**src/rtl/mips_core_pkg.sv**
```systemverilog
// Shared decode/issue types: physical register tags and the renamed instruction
// record carried from rename through the issue buffer.
package mips_core_pkg;

    localparam int PHYS_REG_W = 6;

    typedef logic [PHYS_REG_W-1:0] phys_reg_t;

    typedef enum logic [1:0] {
        MEM_NONE  = 2'd0,
        MEM_READ  = 2'd1,
        MEM_WRITE = 2'd2
    } mem_action_t;

    typedef struct packed {
        phys_reg_t   phys_rs;
        phys_reg_t   phys_rt;
        logic [3:0]  alu_ctl;
        logic        uses_rs;
        logic        uses_rt;
        logic        uses_immediate;
        logic [31:0] immediate;
        logic        is_branch;
        logic        prediction;
        logic [31:0] recovery_target;
        logic        is_mem_access;
        mem_action_t mem_action;
        logic [5:0]  active_list_id;
    } issue_entry_t;

endpackage

```
**src/rtl/issue_wakeup_match.sv**
```systemverilog
// Compares one source tag against every live writeback broadcast.
module issue_wakeup_match
    import mips_core_pkg::*;
#(
    parameter int WB_PORTS = 2
) (
    input  phys_reg_t                  tag,
    input  logic      [WB_PORTS-1:0]   wb_valid,
    input  phys_reg_t [WB_PORTS-1:0]   wb_tag,
    output logic                       hit
);

    always_comb begin
        hit = 1'b0;
        for (int p = 0; p < WB_PORTS; p++) begin
            if (wb_valid[p] && (wb_tag[p] == tag)) hit = 1'b1;
        end
    end

endmodule

```
**src/rtl/decode_issue_buffer.sv**
```systemverilog
// In-order circular buffer between rename and issue with per-entry operand
// wakeup; head entries are presented with same-cycle wakeup folded in.
module decode_issue_buffer
    import mips_core_pkg::*;
#(
    parameter int DEPTH       = 8,
    parameter int ENQ_WIDTH   = 2,
    parameter int ISSUE_WIDTH = 2,
    parameter int WB_PORTS    = 2
) (
    input  logic                                 clk,
    input  logic                                 rst_n,
    input  logic         [ENQ_WIDTH-1:0]         in_valid,
    input  issue_entry_t [ENQ_WIDTH-1:0]         in_entry,
    input  logic         [ENQ_WIDTH-1:0]         in_rs_ready,
    input  logic         [ENQ_WIDTH-1:0]         in_rt_ready,
    output logic                                 in_ready,
    input  logic         [WB_PORTS-1:0]          wb_valid,
    input  phys_reg_t    [WB_PORTS-1:0]          wb_tag,
    output logic         [ISSUE_WIDTH-1:0]       out_valid,
    output issue_entry_t [ISSUE_WIDTH-1:0]       out_entry,
    output logic         [ISSUE_WIDTH-1:0]       out_rs_ready,
    output logic         [ISSUE_WIDTH-1:0]       out_rt_ready,
    input  logic [$clog2(ISSUE_WIDTH+1)-1:0]     out_take,
    input  logic                                 flush,
    output logic [$clog2(DEPTH+1)-1:0]           count
);

    localparam int PW = $clog2(DEPTH);
    localparam int CW = $clog2(DEPTH+1);
    localparam int TW = $clog2(ISSUE_WIDTH+1);

    issue_entry_t        mem [DEPTH];
    logic [DEPTH-1:0]    rs_rdy, rt_rdy, ent_rs_hit, ent_rt_hit, occ;
    logic [ENQ_WIDTH-1:0] in_rs_hit, in_rt_hit;
    logic [PW-1:0]       head, tail;
    logic [WB_PORTS-1:0] wb_live;
    logic [TW-1:0]       avail, deq;
    logic [CW-1:0]       enq;

    // Broadcasts in a flush cycle belong to squashed work and must not wake anything.
    assign wb_live  = flush ? '0 : wb_valid;
    assign in_ready = (CW'(DEPTH) - count) >= CW'(ENQ_WIDTH);
    assign enq      = in_ready ? CW'($countones(in_valid)) : '0;
    assign avail    = (count >= CW'(ISSUE_WIDTH)) ? TW'(ISSUE_WIDTH) : TW'(count);
    assign deq      = (out_take > avail) ? avail : out_take;

    for (genvar j = 0; j < DEPTH; j++) begin : g_ent
        assign occ[j] = {1'b0, PW'(j) - head} < count;
        issue_wakeup_match #(.WB_PORTS(WB_PORTS)) u_rs (
            .tag(mem[j].phys_rs), .wb_valid(wb_live), .wb_tag(wb_tag), .hit(ent_rs_hit[j]));
        issue_wakeup_match #(.WB_PORTS(WB_PORTS)) u_rt (
            .tag(mem[j].phys_rt), .wb_valid(wb_live), .wb_tag(wb_tag), .hit(ent_rt_hit[j]));
    end

    for (genvar i = 0; i < ENQ_WIDTH; i++) begin : g_in
        issue_wakeup_match #(.WB_PORTS(WB_PORTS)) u_rs (
            .tag(in_entry[i].phys_rs), .wb_valid(wb_live), .wb_tag(wb_tag), .hit(in_rs_hit[i]));
        issue_wakeup_match #(.WB_PORTS(WB_PORTS)) u_rt (
            .tag(in_entry[i].phys_rt), .wb_valid(wb_live), .wb_tag(wb_tag), .hit(in_rt_hit[i]));
    end

    for (genvar k = 0; k < ISSUE_WIDTH; k++) begin : g_out
        logic [PW-1:0] idx;
        assign idx             = head + PW'(k);
        assign out_valid[k]    = count > CW'(k);
        assign out_entry[k]    = out_valid[k] ? mem[idx] : '0;
        assign out_rs_ready[k] = out_valid[k] & (rs_rdy[idx] | ent_rs_hit[idx]);
        assign out_rt_ready[k] = out_valid[k] & (rt_rdy[idx] | ent_rt_hit[idx]);
    end

    always_ff @(posedge clk or negedge rst_n) begin
        if (!rst_n) begin
            head   <= '0;
            tail   <= '0;
            count  <= '0;
            rs_rdy <= '0;
            rt_rdy <= '0;
        end else if (flush) begin
            head  <= '0;
            tail  <= '0;
            count <= '0;
        end else begin
            head   <= head + PW'(deq);
            tail   <= tail + PW'(enq);
            count  <= count + enq - CW'(deq);
            rs_rdy <= rs_rdy | (ent_rs_hit & occ);
            rt_rdy <= rt_rdy | (ent_rt_hit & occ);
            // Incoming slots overwrite the bits of the (free) slots they land in.
            for (int i = 0; i < ENQ_WIDTH; i++) begin
                if (in_ready && in_valid[i]) begin
                    rs_rdy[tail + PW'(i)] <= in_rs_ready[i] | ~in_entry[i].uses_rs | in_rs_hit[i];
                    rt_rdy[tail + PW'(i)] <= in_rt_ready[i] | ~in_entry[i].uses_rt | in_rt_hit[i];
                end
            end
        end
    end

    // Payload storage needs no reset; occupancy is governed by count.
    always_ff @(posedge clk) begin
        if (!flush) begin
            for (int i = 0; i < ENQ_WIDTH; i++) begin
                if (in_ready && in_valid[i]) mem[tail + PW'(i)] <= in_entry[i];
            end
        end
    end

    a_take_legal: assert property (@(posedge clk) disable iff (!rst_n) out_take <= avail);

endmodule
```
**config.mk**
```make
export PLATFORM = sky130hd
export DESIGN_NAME = decode_issue_buffer
export DESIGN_NICKNAME = d
export VERILOG_FILES = /design/src/rtl/mips_core_pkg.sv /design/src/rtl/issue_wakeup_match.sv /design/src/rtl/decode_issue_buffer.sv
export SDC_FILE = /design/constraint.sdc
export NUM_CORES = 2
export LEC_CHECK = 0
export ABC_CLOCK_PERIOD_IN_PS = 13000
export CAP_MARGIN = 10
export CORE_AREA = 2 2 337 373
export DETAILED_ROUTE_END_ITERATION = 8
export DIE_AREA = 0 0 339 375
export HOLD_SLACK_MARGIN = 0.12
export PLACE_DENSITY_LB_ADDON = 0.1
export SLEW_MARGIN = 25
export SYNTH_ARGS = -nofsm -noshare
export SYNTH_HDL_FRONTEND = slang
export SYNTH_SLANG_ARGS = --single-unit
```
**constraint.sdc**
```tcl
create_clock -name clk -period 13 [get_ports clk]
set_input_delay 1.95 -clock clk [delete_from_list [all_inputs] [get_ports clk]]
set_output_delay 1.95 -clock clk [all_outputs]
set_load 0.02 [all_outputs]
```
==> summary.md <==
| Metric | Value |
|---|---|
| Die Wd | approximately 340 µm |
| Post-DP HPWL | 97800 µm |
| Seq/Total Area, Yosys | 47.4% |
| Max VDD drop | approximately 0.20 mV |
| Clock sinks | about 780 |
| Max FO, Critical Path | 61 |
| Clk_lat worst skew | 700 ps |
| Worst-margin pin slew | 1110 ps |
| Final Skew | 31.7 ps |
| Fin Hold WS | approximately 540 ps |
| Post-Syn Area | 0.0491 mm² |
| CP Data Arrival Time | slightly above 6000 ps |
| RSZ-0062 raised after global routing | no |
| Hold Fails Final Rpt | 0 |
| # rows | 136 |
| Post-CTS Setup Bufs | 0 |
| Clock root buffer master | clkbuf_16 |
| Power per cell area | 230 mW/mm² |
| Post-CTS Hold Buffers | 0 |
| Final period util | 62.0% |
| I/O Buffers | ~410 |
| Syn nets | about 3.7k |
| IO Pins | approximately 410 |
| Routed len/inst | 32.0 µm |
| Total GRT Usage | 27.1% |
| Hold endpoint | rt_rdy[5]$_DFFE_PN0N_ |
| FF+latch count, synth | 778 |
| Reg2reg path depth | 12 |
| GP Congestion | 0.918 |
| Post-Syn Instances | 3420 |
| Post-synth EDFFs | 752 |
| Grt ovf | 0 |
| Routed WL | 174000 µm |
| Min Tclk post-route | 8060 ps |
| Utilization after layout | 46.6% |
| First-pass GRT wire length | 249000 µm |
| Worst Hold Depth | 1 |
| Worst setup SP type | flop |
| Floorplan core area | 0.124 mm² |
| Worst EP required | between 10000 and 15000 ps |
| Initial antenna violation count | 37 |
| Leak | 19.0 nW |
| Share of cells above drive strength 1 | 34.5% |
| Top_reg_cell synth | edfxtp_1 |
| ANT nets after route | 0 |
| Setup TNS Final | 0 ps |
| Hold Path Origin | rt_rdy[5]$_DFFE_PN0N_ |
| Clk slew on worst S/H paths | 60 ps |
| Max cap viols | 0 |
| Vias per cell | 6.00 |
| Fmax | about 0.12 GHz |
| First-pass DRT Iterations | 5 |
| Hold Path Class | reg -> reg |
| Largest net degree at the start of global routing | between 100 and 150 |
| Leading cell types in the layout, fill and taps excluded | 752 x edfxtp_1, 663 x mux2_2, 410 x clkdlybuf4s50_1 |
| Register area | 0.0232 mm² |
| CTS tree | done |
| Area of the multi-input gates | 0.0244 mm² |
| CP Capture Type | output pin |
| Syn Area/Cell | 14.3 µm² |
| R2R Setup Slk | 8240 ps |
| Vias in the first global route | 33.6k |
| Dpl ws | 5540 ps |
| Die ar. | roughly 0.13 mm² |
| Setup-failing EPs final | 0 |
| Clk buf depth | 3 |
| YS warnings | 0 |
| Initial core utilization | between 30% and 40% |
| Most common cell after layout, fill and taps aside | edfxtp_1 |
| Cts repair resizes | 0 |
| First DRT Iteration DRCs | 3370 |
| H-tree depth | 3 |
| Detailed-route DRC error count | 0 |
| Fillers | 11.1k |
| CTS buffer count | 93 |
| Slew headroom | 26.2% |
| NumNets Final | 3950 |
| Die height | 375 µm |
| Final worst slack | 4940 ps |
| Status | complete, no violations |
| Vias | 32.7k |
| Reg2Reg Launch Point | count[1]$_DFF_PN0_ |
| Area delta synth->final | 17.5% |
| FFs w/ async S/R, synth | 3.34% |
| Worst r2r dst | mem[0][44]$_DFFE_PP_ |
| Worst Path Class, Setup | reg -> out |
| Slew Viols, Final | 0 |
| Yosys cell types | 68 |
[worst max-delay path by stage]
stage / startpoint / to / depth (start not counted)
after global routing: head[1]$_DFF_PN0_ / out_entry[94] / 8
after detailed placement: flush / out_rt_ready[1] / 9
final: head[1]$_DFF_PN0_ / out_entry[94] / 8
after floorplan: flush / mem[2][0]$_DFFE_PP_ / 3
after global placement: flush / out_rt_ready[1] / 9
after CTS: head[1]$_DFF_PN0_ / out_entry[94] / 8
[per-layer routing]
layer	vias up	track usage, %	wire length (µm)
li1	13960	-	-
met1	17137	36.0	71800
met2	1267	44.5	84100
met3	266	5.54	13700
met4	44	8.30	4530
met5	-	0	286
[sequential cells by signal, indices dropped and copies added (netlist names)]
name / count
tail: 3
count: 4
rs_rdy: 8
rt_rdy: 8
mem: 752
head: 3
[stage by stage]
stage	std cells	area, µm²	power [mW]
floorplan	3420	49100	7.84
global placement	5262	54600	10.7
detailed placement	5262	54600	10.7
CTS	5434	57600	13.4
global route	5444	57600	13.9
finish	5446	57700	13.3
[power breakdown]
part	switching, mW	total, mW	leakage [nW]	internal, mW
clock network	1.10	2.66	1.49	1.57
registers	0.288	3.53	7.15	3.24
logic	4.07	7.09	10.4	3.02
total	5.45	13.3	19.0	7.83
[kinds of logic after synthesis]
kind of cell | after synthesis | synth area share, %
muxes | 1151 | 35.2
DFF | 778 | 47.4
and+or+nand+nor | 577 | 5.18
buffers and inverters | 330 | 3.31
AOI/OAI and AO/OA | 300 | 3.57
xor gates and xnor gates | 249 | 4.44
adders and majority gates | 35 | 0.954
[critical path, cell delays in order (launching register included)]
cell and delay, ps:
dfrtp_4 840, inv_6 440, ha_4 1110, buf_4 780, buf_4 650, mux4_2 350, nand2_1 60, a21oi_1 380
clkdlybuf4s50_1 690
[cell usage after synthesis, types with 37 or more instances]
library cell	n	share of area, %
edfxtp_1	752	46
mux2_2	663	15
nand2_1	401	3.1
mux4_2	378	17
a21oi_1	216	2.2
xor2_1	137	2.4
xnor2_1	112	2.0
buf_2	111	1.1
clkbuf_1	98	0.75
mux2_1	77	1.8
buf_1	46	0.35
nor4_1	37	0.47
[layout make-up]
type	instances	area share, %
Multi-Input combinational cell	2312	42.3
Clock buffer	119	4.32
Sequential cell	778	40.3
Tap cell	1656	3.59
Timing Repair Buffer	484	8.21
Antenna cell	11	0.0477
Inverter	33	0.232
Clock inverter	53	0.959
Note: power is estimated with default switching activity, not from simulation.
